**src/rtl/afifo_wr_arbiter.sv**
```systemverilog
// Round-robin burst arbiter for the async FIFO write port (write-clock domain).
// One requester owns the port for up to MAX_BURST beats; one bubble cycle per arbitration.
// Optional per-requester beat counters: define AFIFO_ARB_STATS_EN.
module afifo_wr_arbiter #(
  parameter int unsigned NUM_REQ    = 4,
  parameter int unsigned DATA_WIDTH = 32,
  parameter int unsigned MAX_BURST  = 4
) (
  input  logic                            clk,
  input  logic                            rst_n,
  input  logic [NUM_REQ-1:0]              req,
  input  logic [NUM_REQ*DATA_WIDTH-1:0]   req_data,
  output logic [NUM_REQ-1:0]              gnt,
  output logic [$clog2(NUM_REQ)-1:0]      owner,
  output logic                            busy,
  input  logic                            fifo_full,
  output logic                            fifo_wr_en,
  output logic [DATA_WIDTH-1:0]           fifo_wr_data,
  output logic [NUM_REQ*16-1:0]           stat_beats
);

  localparam int unsigned OW = $clog2(NUM_REQ);
  localparam int unsigned CW = $clog2(MAX_BURST) + 1;

  localparam logic [0:0] IDLE  = 1'b0;
  localparam logic [0:0] BURST = 1'b1;

  logic [0:0]            state;
  logic [OW-1:0]         last_owner;
  logic [CW-1:0]         beat_cnt;
  logic [OW-1:0]         pick;
  logic [OW-1:0]         scan_idx;
  logic                  found;
  logic                  beat;
  logic [DATA_WIDTH-1:0] req_slice [NUM_REQ];

  // Unpack the flat request data bus into per-requester beats
  always_comb begin
    for (int unsigned i = 0; i < NUM_REQ; i++) begin
      req_slice[i] = req_data[i*DATA_WIDTH +: DATA_WIDTH];
    end
  end

  // Round-robin scan: first set req starting just after last_owner, wrapping modulo NUM_REQ
  always_comb begin
    pick     = last_owner;
    found    = 1'b0;
    scan_idx = '0;
    for (int unsigned i = 1; i <= NUM_REQ; i++) begin
      scan_idx = OW'((32'(last_owner) + i) % NUM_REQ);
      if (!found && req[scan_idx]) begin
        pick  = scan_idx;
        found = 1'b1;
      end
    end
  end

  // A beat is accepted when the owner presents data and the FIFO has room
  always_comb begin
    busy = (state == BURST);
    beat = busy && req[owner] && !fifo_full;
  end

  // Grant follows the owner in BURST, masked while the FIFO is full
  always_comb begin
    gnt = '0;
    if (busy && !fifo_full) begin
      gnt[owner] = 1'b1;
    end
  end

  // Zero-latency write path; data forced to zero when not writing
  always_comb begin
    fifo_wr_en   = beat;
    fifo_wr_data = beat ? req_slice[owner] : '0;
  end

  // Arbitration FSM: IDLE picks a winner, BURST streams beats until limit or release
  always_ff @(posedge clk or negedge rst_n) begin
    if (!rst_n) begin
      state      <= IDLE;
      owner      <= '0;
      last_owner <= OW'(NUM_REQ - 1);
      beat_cnt   <= '0;
    end else begin
      case (state)
        IDLE: begin
          if (|req) begin
            owner      <= pick;
            last_owner <= pick;
            beat_cnt   <= '0;
            state      <= BURST;
          end
        end
        BURST: begin
          if (!req[owner]) begin
            state <= IDLE;
          end else if (beat) begin
            if (beat_cnt == CW'(MAX_BURST - 1)) begin
              state <= IDLE;
            end else begin
              beat_cnt <= beat_cnt + 1'b1;
            end
          end
        end
        default: state <= IDLE;
      endcase
    end
  end

`ifdef AFIFO_ARB_STATS_EN
  logic [15:0] stat_cnt [NUM_REQ];

  // Saturating per-requester beat counters, cleared only by reset
  always_ff @(posedge clk or negedge rst_n) begin
    if (!rst_n) begin
      for (int unsigned i = 0; i < NUM_REQ; i++) begin
        stat_cnt[i] <= '0;
      end
    end else if (beat && (stat_cnt[owner] != '1)) begin
      stat_cnt[owner] <= stat_cnt[owner] + 1'b1;
    end
  end

  // Pack counters onto the flat statistics bus
  always_comb begin
    stat_beats = '0;
    for (int unsigned i = 0; i < NUM_REQ; i++) begin
      stat_beats[i*16 +: 16] = stat_cnt[i];
    end
  end
`else
  assign stat_beats = '0;
`endif

endmodule

```
**config.mk**
```make
export PLATFORM = sky130hd
export DESIGN_NAME = afifo_wr_arbiter
export DESIGN_NICKNAME = d
export VERILOG_FILES = /design/src/rtl/afifo_wr_arbiter.sv
export SDC_FILE = /design/constraint.sdc
export NUM_CORES = 1
export LEC_CHECK = 0
export ABC_AREA = 1
export CAP_MARGIN = 20
export CORE_AREA = 2 2 93 95
export DETAILED_ROUTE_END_ITERATION = 8
export DIE_AREA = 0 0 95 97
export GPL_ROUTABILITY_DRIVEN = 0
export HOLD_SLACK_MARGIN = 0.06
export PLACE_DENSITY_LB_ADDON = 0.05
export SLEW_MARGIN = 30
export SYNTH_ARGS = -nofsm -noshare
export SYNTH_HDL_FRONTEND = slang
export SYNTH_SLANG_ARGS = --single-unit
export TNS_END_PERCENT = 20
```
**constraint.sdc**
```tcl
create_clock -name clk -period 3.4 [get_ports clk]
set_input_delay 0.68 -clock clk [delete_from_list [all_inputs] [get_ports clk]]
set_output_delay 0.68 -clock clk [all_outputs]
set_load 0.1 [all_outputs]
```
Yosys cells after proc, flatten, opt, wreduce, memory -nomap -nowiden
Index checks and enable logic that the tools add are counted.
{"block": "totals", "out_inout_bits": 104, "reg_bits": 8, "wordCells": 71, "inputBits": 135}
{"block": "op_classes", "magnitude_cmp": 7, "n_mux": 34, "bitwise": 2, "addsub": 5, "eq_ne": 5, "reduce_logical": 14}
{"operator": "two-way mux 32 bit", "count": 3}
{"operator": "binary-select mux 32 bit (select 2 bit)", "count": 1}
{"operator": "less-than comparator 2 x 3 -> 1 bit, second input constant", "count": 5}
{"operator": "two-way mux 1 bit", "count": 13}
{"operator": "two-way mux 3 bit", "count": 4}
{"operator": "binary-select mux 1 bit (select 2 bit)", "count": 5}
{"operator": "two-way mux 2 bit", "count": 4}
{"operator": "logical AND 1 bit", "count": 7}
{"operator": "one-hot mux 3 bit (2 select lines)", "count": 1}
{"operator": "adder 2 x 1 -> 2 bit, second input constant", "count": 2}
{"operator": "adder 2 bit, second input constant", "count": 2}
{"operator": "logical NOT 1 bit", "count": 4}
{"operator": "two-way mux 4 bit", "count": 1}
{"operator": "inequality test 2 x 1 -> 1 bit, second input constant", "count": 2}
{"operator": "inequality test 2 bit, second input constant", "count": 2}
{"operator": "AND reduction 4 bit", "count": 1}
{"operator": "OR reduction 4 bit", "count": 1}
{"operator": "adder 3 x 1 -> 3 bit, second input constant", "count": 1}
{"operator": "== test 3 x 2 -> 1 bit, second input constant", "count": 1}
{"operator": ">= comparator 3 bit, second input constant", "count": 1}
{"operator": "inverter 2 -> 3 bit", "count": 1}
{"operator": "demux 1 bit (select 2 bit)", "count": 1}
{"operator": ">= comparator 2 x 1 -> 1 bit, second input constant", "count": 1}
{"operator": "one-hot mux 1 bit (2 select lines)", "count": 1}
{"operator": "other kinds (2)", "count": 2}

Longest topological paths before layout
Gate-level depths: netlist of the first run.
{"block": "logic_depth", "word_depth": 13, "mapped_depth": 12, "depth_no_buf": 11}

Worst setup path before layout of the first run
Ideal clock, no wire load.
{"block": "synth_path", "path_type": "flip-flop to output port", "start": "register state, in the netlist busy", "end": "output port gnt[1]", "path_stages_with_launch": 5, "t_arrival_ns": 3.476, "setup_slack_ns": -0.756, "cell_sequence": "dfrtp_1 > inv_1 > nor2_1 > inv_1 > nor3_1"}
{"block": "synth_between", "elab_chain_cells": 2}
{"element": "start: declaration", "line_no": "28", "text": "logic [0:0] state;"}
{"element": "start signal: assignment", "line_no": "81", "text": "state <= IDLE;"}
{"element": "start signal: assignment", "line_no": "92", "text": "state <= BURST;"}
{"element": "start signal: assignment", "line_no": "97", "text": "state <= IDLE;"}
{"element": "logical AND 1 bit", "line_no": "67", "text": "if (busy && !fifo_full) begin"}
{"element": "two-way mux 4 bit", "line_no": "67"}
{"element": "end: declaration", "line_no": "13", "text": "output logic [NUM_REQ-1:0] gnt,"}
Every way passes these cells.

Final worst setup path of the first run
{"block": "layout_path", "start": "input port req[0]", "end": "output port fifo_wr_data[5]"}
{"block": "layout_between", "elab_chain_cells": 5}
{"element": "start: declaration", "line_no": "11", "text": "input logic [NUM_REQ-1:0] req,"}
{"element": "binary-select mux 1 bit (select 2 bit)", "line_no": "61", "text": "beat = busy && req[owner] && !fifo_full;"}
{"element": "two-way mux 1 bit (not written as such)", "line_no": "61"}
{"element": "logical AND 1 bit (2 in a row)", "line_no": "61"}
{"element": "two-way mux 32 bit", "line_no": "75", "text": "fifo_wr_data = beat ? req_slice[owner] : '0;"}
{"element": "end: declaration", "line_no": "18", "text": "output logic [DATA_WIDTH-1:0] fifo_wr_data,"}
Every way passes these cells. The select of a mux whose other input is x is not followed.

==> results.sh, run 1 <==
export IMPL_outcome="finished, final reports clean"
export IMPL_antenna_found_initial=0
export IMPL_swShare_pct=66.6
export IMPL_synth_seq_area_share_pct=10.8
export IMPL_io_buffers=174
export IMPL_grt_pass1_vias=2426
export IMPL_post_cts_resized=0
export IMPL_timing_rr_start="last_owner[0]"
export IMPL_hold_viol_final=0
export IMPL_powerDensity_nw_per_um2=803
export IMPL_critPathMaxFanout=33
export IMPL_cts_buffers=3
export IMPL_h_tree_depth=1
export IMPL_hold_slack_ps=501
export IMPL_grt_total_usage_pct=18.9
export IMPL_p_clk_share_pct=3.9
export IMPL_dp_cells=576
export IMPL_synth_edff_count=0
export IMPL_criticalPathCategory="in2out"
export IMPL_avgSynthCellArea_um2=6.03
export IMPL_cp_arrival_ps=2480
export IMPL_ys_top_cells_by_count="nand2_1 (111), buf_4 (64), a22oi_1 (32), a31oi_1 (32), clkbuf_1 (11)"
export IMPL_hold_depth=2
export IMPL_power_frac_comb_pct=89.1
export IMPL_cts_path_max_buffers=2
export IMPL_rsz0062_at_grt="false"
export IMPL_viasPerCell=4.29
export IMPL_regArea_um2=203
export IMPL_period_needed_ps=3160
export IMPL_synth_flop_cell="dfrtp_1"
export IMPL_endpoint_kind="output pin"
export IMPL_post_route_worst_setup_slack_ps=236
export IMPL_use_met1_pct=24.2
export IMPL_path_clk_slew_ps=40
export IMPL_finalSetupViolations=0
export IMPL_async_flop_share_pct=100
export IMPL_drv_slew=0
export IMPL_ys_ff_latch=8
export IMPL_p_leak_uw=0.00163
export IMPL_cts_sinks=8
export IMPL_required_ps=2720
export IMPL_drtIter0Drc=63
export IMPL_tritoncts="yes"
export IMPL_diodes=0
export IMPL_fin_cells=580
export IMPL_drive_gt1_share_pct=13.3
export IMPL_use_met3_pct=7.24
export IMPL_area_delta_synth_final_pct=107
export IMPL_p_int_uw=1040
export IMPL_r2r_setup_slack_ps=1750
export IMPL_yosysTopAreaCell="buf_4"
export IMPL_yosysUniqueCellTypes=24
export IMPL_dp_hpwl_mm=7.44
export IMPL_start_util_pct=23.0
export IMPL_drt_antenna_violating_nets=0
export IMPL_min_to="last_owner[1]"
export IMPL_synth_most_common_cell="nand2_1"
export IMPL_cts_setup_buffers=0
export IMPL_multi_input_area_um2=1300
export IMPL_die_h_um=97
export IMPL_drt_wirelength_per_cell_um=16.1
export IMPL_synth_cells=311
export IMPL_max_cap_viol_count=0
export IMPL_die_area_um2=9220
export IMPL_met2_usage_pct=31.5
export IMPL_slew_headroom_pct=56.4
export IMPL_hold_start="last_owner[1]"
export IMPL_hold_class="reg2reg"
export IMPL_overflow=0
export IMPL_routed_wl_mm=9.32
export IMPL_max_freq_mhz=316
export IMPL_synth_warnings=0
export IMPL_die_width_um=95
export IMPL_syn_area_um2=1870
export IMPL_drcViolationCount=0
export IMPL_first_pass_iters=4
export IMPL_core_um2=8130
export IMPL_fill_cells=843
export IMPL_fin_skew_ps=7.73
export IMPL_busiest_layer="met2"
export IMPL_fin_nets=613
export IMPL_grt_max_degree=34
export IMPL_max_vdd_ir_drop_uv=701
export IMPL_rr_worst_depth=11
export IMPL_post_place_ws_ps=212
export IMPL_fin_setup_tns_ps=0
export IMPL_ctsHoldBuffers=0
export IMPL_tightest_slew_ps=652
export IMPL_fin_crit_sh_pct=93.1
export IMPL_netlist_area_leader_share_pct=25.6
export IMPL_seqPwrFrac_pct=6.9
export IMPL_vias=2487
export IMPL_worst_setup_path_start_kind="input pin"
export IMPL_synth_area_leaders="buf_4 (26%), nand2_1 (22%), a22oi_1 (13%), a31oi_1 (11%), dfrtp_1 (8.0%)"
export IMPL_timing_rr_end="owner[1]"
export IMPL_cts_root_buf="clkbuf_8"
export IMPL_std_cell_rows=33
export IMPL_grt_pass1_wl_mm=13.8
export IMPL_clock_latency_ps=230
export IMPL_switchingPower_uw=2070
export IMPL_ios=239
==> registers in the layout, summed over array words and instances, names as in the netlist <==
name,flops
last_owner,2
busy,1
owner,2
beat_cnt,3
==> metal layers <==
| metal | up-vias | wire, um |
|---|---|---|
| met5 | - | 0 |
| met4 | 0 | 0 |
| met3 | 0 | 1040 |
| met2 | 101 | 4390 |
| met1 | 1133 | 3890 |
| li1 | 1253 | - |
==> worst max-delay path, cell delays in order <==
cell,delay (ps)
clkdlybuf4s50_1,520
inv_1,80
o2111ai_2,270
nand2_4,310
a31oi_1,380
buf_12,220
==> how the worst max path moves through the flow <==
stage	from	to	slack (ps)	cells past startpoint
after floorplan	busy	gnt[1]	-760	4
after global placement	req[0]	fifo_wr_data[21]	230	6
after detailed placement	req[0]	fifo_wr_data[5]	210	6
after CTS	req[0]	fifo_wr_data[5]	210	6
after global routing	req[0]	fifo_wr_data[26]	90	6
final	req[0]	fifo_wr_data[5]	240	6
==> logic make-up (layout without fill, tap and decap cells) <==
family,Yosys count,count (layout),synth area share [%]
AND/OR/NAND/NOR,131,131,27.9
other,1,64,0.200
adder cells (fa/ha/maj),2,2,1.33
AO/OA/AOI/OAI,72,72,26.2
buffers and inverters,97,198,33.6
flip-flops,8,8,10.8
==> power groups by stage <==
stage	Clock [uW]	Combinational (uW)	Sequential [uW]
3_3_place_gp	0	2790	215
5_1_grt	129	2950	227
4_1_cts	122	2800	215
2_1_floorplan	0	1880	317
6_report	123	2770	215
3_5_place_dp	0	2790	215
==> through the flow <==
step,util (%),power (uW),instance area [um2]
floorplan,-,2200,2140
global placement,47.1,3000,3830
global route,47.6,3300,3870
finish,47.6,3110,3870
detailed placement,47.1,3010,3830
CTS,47.6,3140,3870
==> cell type report <==
cell class / count / area share, %
clock buffer: 4 / 1.16
inverter: 17 / 1.65
multi-input combinational: 269 / 33.7
sequential: 8 / 5.23
tap: 105 / 3.39
timing repair buffer: 177 / 54.9
==> cells in the final DEF, fill, tap and decap left out, drive strengths merged <==
cell / synthesis / routed
clkdlybuf4s50: 0 / 134
clkinv: 1 / 1
nor3: 3 / 3
inv: 16 / 16
nor2: 5 / 5
a22oi: 32 / 32
conb: 1 / 64
dfstp: 2 / 2
o2111ai: 1 / 1
nand3: 10 / 10
dfrtp: 6 / 6
o21ai: 3 / 3
nand2: 112 / 112
a31oi: 32 / 32
clkbuf: 11 / 4
buf: 69 / 43
nand4: 1 / 1
ha: 2 / 2
a21oi: 4 / 4
(Power assumes the default switching activity.)
==> inputs of run 2 (changes only) <==
--- a/config.mk
+++ b/config.mk
@@ -11,8 +11,8 @@
 export DETAILED_ROUTE_END_ITERATION = 8
 export DIE_AREA = 0 0 95 97
 export GPL_ROUTABILITY_DRIVEN = 0
-export HOLD_SLACK_MARGIN = 0.06
-export PLACE_DENSITY_LB_ADDON = 0.05
+export HOLD_SLACK_MARGIN = 0.03
+export PLACE_DENSITY = 0.72
 export SLEW_MARGIN = 30
 export SYNTH_ARGS = -nofsm -noshare
 export SYNTH_HDL_FRONTEND = slang
==> run 2 against run 1 <==
Net effect: count of clock-buffer cells in the layout unchanged; register-to-register slack better by 30 ps; non-clock buffer count up 1; combinational power about the same; cell count up 0.17%; sequential power down 2%; critical path depth unchanged; clock skew down 3.8 ps; clock power down 4%; wire length down 9.5%; first-iteration DRC count up 13%; critical endpoint is now fifo_wr_data[15].
==> results.sh, run 2 (synthesized netlist as in run 1, its figures left out) <==
export IMPL_required_ps=2720
export IMPL_criticalPathCategory="in2out"
export IMPL_ctsHoldBuffers=0
export IMPL_grt_pass1_vias=2467
export IMPL_cts_setup_buffers=0
export IMPL_cts_buffers=3
export IMPL_hold_viol_final=0
export IMPL_post_cts_resized=0
export IMPL_viasPerCell=4.35
export IMPL_worstPathCellList="clkdlybuf4s50_1, inv_1, o2111ai_2, nand2_4, a31oi_1, buf_12"
export IMPL_tightest_slew_ps=631
export IMPL_slowest_stage="clkdlybuf4s50_1"
export IMPL_rsz0062_at_grt="false"
export IMPL_start_util_pct=23.0
export IMPL_p_leak_uw=0.00163
export IMPL_regMostFlops="beat_cnt"
export IMPL_hold_slack_ps=509
export IMPL_period_needed_ps=3160
export IMPL_vias=2528
export IMPL_routed_wl_mm=8.43
export IMPL_path_buf_inv=3
export IMPL_drt_antenna_violating_nets=0
export IMPL_fin_skew_ps=3.92
export IMPL_area_delta_synth_final_pct=107
export IMPL_tritoncts="yes"
export IMPL_cts_sinks=8
export IMPL_io_buffers=174
export IMPL_antenna_found_initial=0
export IMPL_max_vdd_ir_drop_uv=902
export IMPL_slew_headroom_pct=57.8
export IMPL_ios=239
export IMPL_std_cell_rows=33
export IMPL_cts_root_buf="clkbuf_8"
export IMPL_finalSetupViolations=0
export IMPL_max_cap_viol_count=0
export IMPL_grt_pass1_wl_mm=12.5
export IMPL_drv_slew=0
export IMPL_path_delay_family="buffers and inverters"
export IMPL_drtIter0Drc=71
export IMPL_fin_cells=581
export IMPL_fin_crit_sh_pct=93.1
export IMPL_die_h_um=97
export IMPL_final_common_cell="clkdlybuf4s50_1"
export IMPL_fin_nets=614
export IMPL_drcViolationCount=0
export IMPL_clock_latency_ps=230
export IMPL_hold_class="reg2reg"
export IMPL_grt_max_degree=34
export IMPL_h_tree_depth=1
export IMPL_drive_gt1_share_pct=13.4
export IMPL_die_width_um=95
export IMPL_diodes=0
export IMPL_endpoint_kind="output pin"
export IMPL_layout_common_cells="clkdlybuf4s50_1 (134), nand2_1 (111), conb_1 (64)"
export IMPL_multi_input_area_um2=1300
export IMPL_worst_setup_path_start_kind="input pin"
export IMPL_dp_hpwl_mm=6.81
export IMPL_largestRegisters="beat_cnt: 3 flops, last_owner: 2 flops, owner: 2 flops"
export IMPL_grt_total_usage_pct=16.9
export IMPL_first_pass_iters=4
export IMPL_dp_cells=577
export IMPL_path_clk_slew_ps=40
export IMPL_critPathMaxFanout=33
export IMPL_largest_register_ffs=3
export IMPL_regArea_um2=203
export IMPL_core_um2=8130
export IMPL_overflow=0
export IMPL_fill_cells=801
export IMPL_die_area_um2=9220
export IMPL_cp_arrival_ps=2480
export IMPL_max_freq_mhz=316
export IMPL_drt_wirelength_per_cell_um=14.5
export IMPL_powerDensity_nw_per_um2=801
export IMPL_max_stage_delay_ps=520
export IMPL_outcome="finished, final reports clean"
export IMPL_cts_path_max_buffers=2
-- run 2: cell count changes in the layout (fill, tap and decap cells not counted) --
cell / delta
buf_4: +1
-- run 2: metrics by stage --
step	power, uW	util [%]	TNS (ps)	cell area [um2]	setup slack, ps
6_report	3110	47.7	0	3880	236
5_1_grt	3290	47.7	0	3880	106
4_1_cts	3130	47.7	0	3880	217
3_5_place_dp	3000	47.2	0	3840	223
3_3_place_gp	2970	47.2	0	3840	276
2_1_floorplan	2200	-	-18390	2140	-756
-- run 2: metal layers --
layer  up-vias  routed length (um)  track usage [%]
li1       1258                   -                -
met1      1143                3070             19.4
met2       119                4400             31.3
met3         8                 847             3.82
met4         0                 112             3.34
met5         -                   0                0
-- run 2: cell type report --
class                   count  area share [%]
inverters                  17            1.64
clock buffers               4            1.16
well taps                 105            3.38
multi-input cells         269            33.6
repair buffers            178            55.0
flip-flops and latches      8            5.22
-- run 2: tightest hold or removal path, stage by stage, from the launching register on --
cell and delay [ps]:
dfrtp_1 340, nand3_1 70, nand2_1 60
-- run 2: worst paths after layout --
check | slack [ps] | start | end | cells after the start
max | 240 | req[0] | fifo_wr_data[15] | 6
min | 510 | beat_cnt[2] | beat_cnt[2] | 2
max reg2reg | 1780 | last_owner[0] | owner[1] | 11
min reg2reg | 510 | beat_cnt[2] | beat_cnt[2] | 2
max in group asynchronous | 2360 | rst_n | last_owner[0] | 1
min in group asynchronous | 730 | rst_n | beat_cnt[1] | 1
-- run 2: power breakdown --
| group | internal (uW) | switching [uW] | leakage, uW | total [uW] |
|---|---|---|---|---|
| Sequential | 150 | 60.6 | 0.0000974 | 210 |
| Clock | 81.2 | 37.1 | 0.0000228 | 118 |
| Combinational | 813 | 1970 | 0.00151 | 2780 |
==> inputs of run 3 (changes only) <==
--- a/config.mk
+++ b/config.mk
@@ -8,6 +8,7 @@
 export ABC_AREA = 1
 export CAP_MARGIN = 20
 export CORE_AREA = 2 2 93 95
+export CTS_CLUSTER_SIZE = 24
 export DETAILED_ROUTE_END_ITERATION = 8
 export DIE_AREA = 0 0 95 97
 export GPL_ROUTABILITY_DRIVEN = 0
==> results of run 3 <==
Final layout, timing and power as in run 2 (identical DEF).
==> RTL change, RTL diff (config.mk and constraints of run 3) <==
Build with the macro `AFIFO_ARB_STATS_EN` defined.
--- a/src/rtl/afifo_wr_arbiter.sv
+++ b/src/rtl/afifo_wr_arbiter.sv
@@ -2,4 +2,6 @@
 // One requester owns the port for up to MAX_BURST beats; one bubble cycle per arbitration.
 // Optional per-requester beat counters: define AFIFO_ARB_STATS_EN.
+`define AFIFO_ARB_STATS_EN
+
 module afifo_wr_arbiter #(
   parameter int unsigned NUM_REQ    = 4,
Check against the original RTL: not equivalent (Yosys sat finds a counterexample within 4 cycles, from zero or initial values and one cycle with rst_n low).
==> RTL change against run 3 <==
- the flow now stops in global placement (3_3_place_gp)
- area after synthesis increased to 2.6 times the old value
==> RTL change: results (changes against run 3) <==
Parameter                              Value

Outcome
  Run status    stopped before the end (was completed)
  Stopping stage    global placement (3_3_place_gp)
  Tool error    [ERROR GPL-0301] Utilization 103.991 % exceeds 100%.

Synth
  Net count after synthesis    876
  Yosys warning total    0 (unchanged)
  Flip-flop and latch count after synthesis    72 (was 8)
  Cell types occupying the most area after synthesis    dfrtp_1 36%, nand2_1 27%, nand3_1 5.1%, a22oi_1 5.1%, a31oi_1 4.1% (was buf_4 26%, nand2_1 22%, a22oi_1 13%, a31oi_1 11%, dfrtp_1 8.0%)
  Seq/Total Area, Yosys    0.368 (was 0.108)
  Number of different library cells in the post-synthesis netlist    30 (was 24)
  Commonest cells in the netlist    347 x nand2_1, 70 x dfrtp_1, 50 x nand3_1 (was 111 x nand2_1, 64 x buf_4, 32 x a22oi_1, 32 x a31oi_1, 11 x clkbuf_1)
  Share of flip-flops with an asynchronous set or reset after synthesis    1.00 (unchanged)
  Post-synthesis cell area    0.00490 mm2 (was 0.00187 mm2)
  Mean instance size in the synthesized netlist    6.65 um2 (was 6.03 um2)

Placement
  Input/output buffers    238 (was 174)
[RTL change: cell count changes after synthesis, sizes merged, moves of 3 or more]
cell and change:
nand2 +240, dfrtp +64, nor2 +48, buf -47
nand3 +45, o21ai +42, inv +18, nand4 +7
xor2 +6, clkbuf +5, nor3 -3
[RTL change: cells by family after synthesis]
logic type                 after synthesis  synth area share
AOI/OAI and AO/OA                      115             0.146
xor gates and xnor gates                 8            0.0143
DFF                                     72             0.368
adders and majority gates                3           0.00765
and+or+nand+nor                        468             0.390
buffers and inverters                   72            0.0737
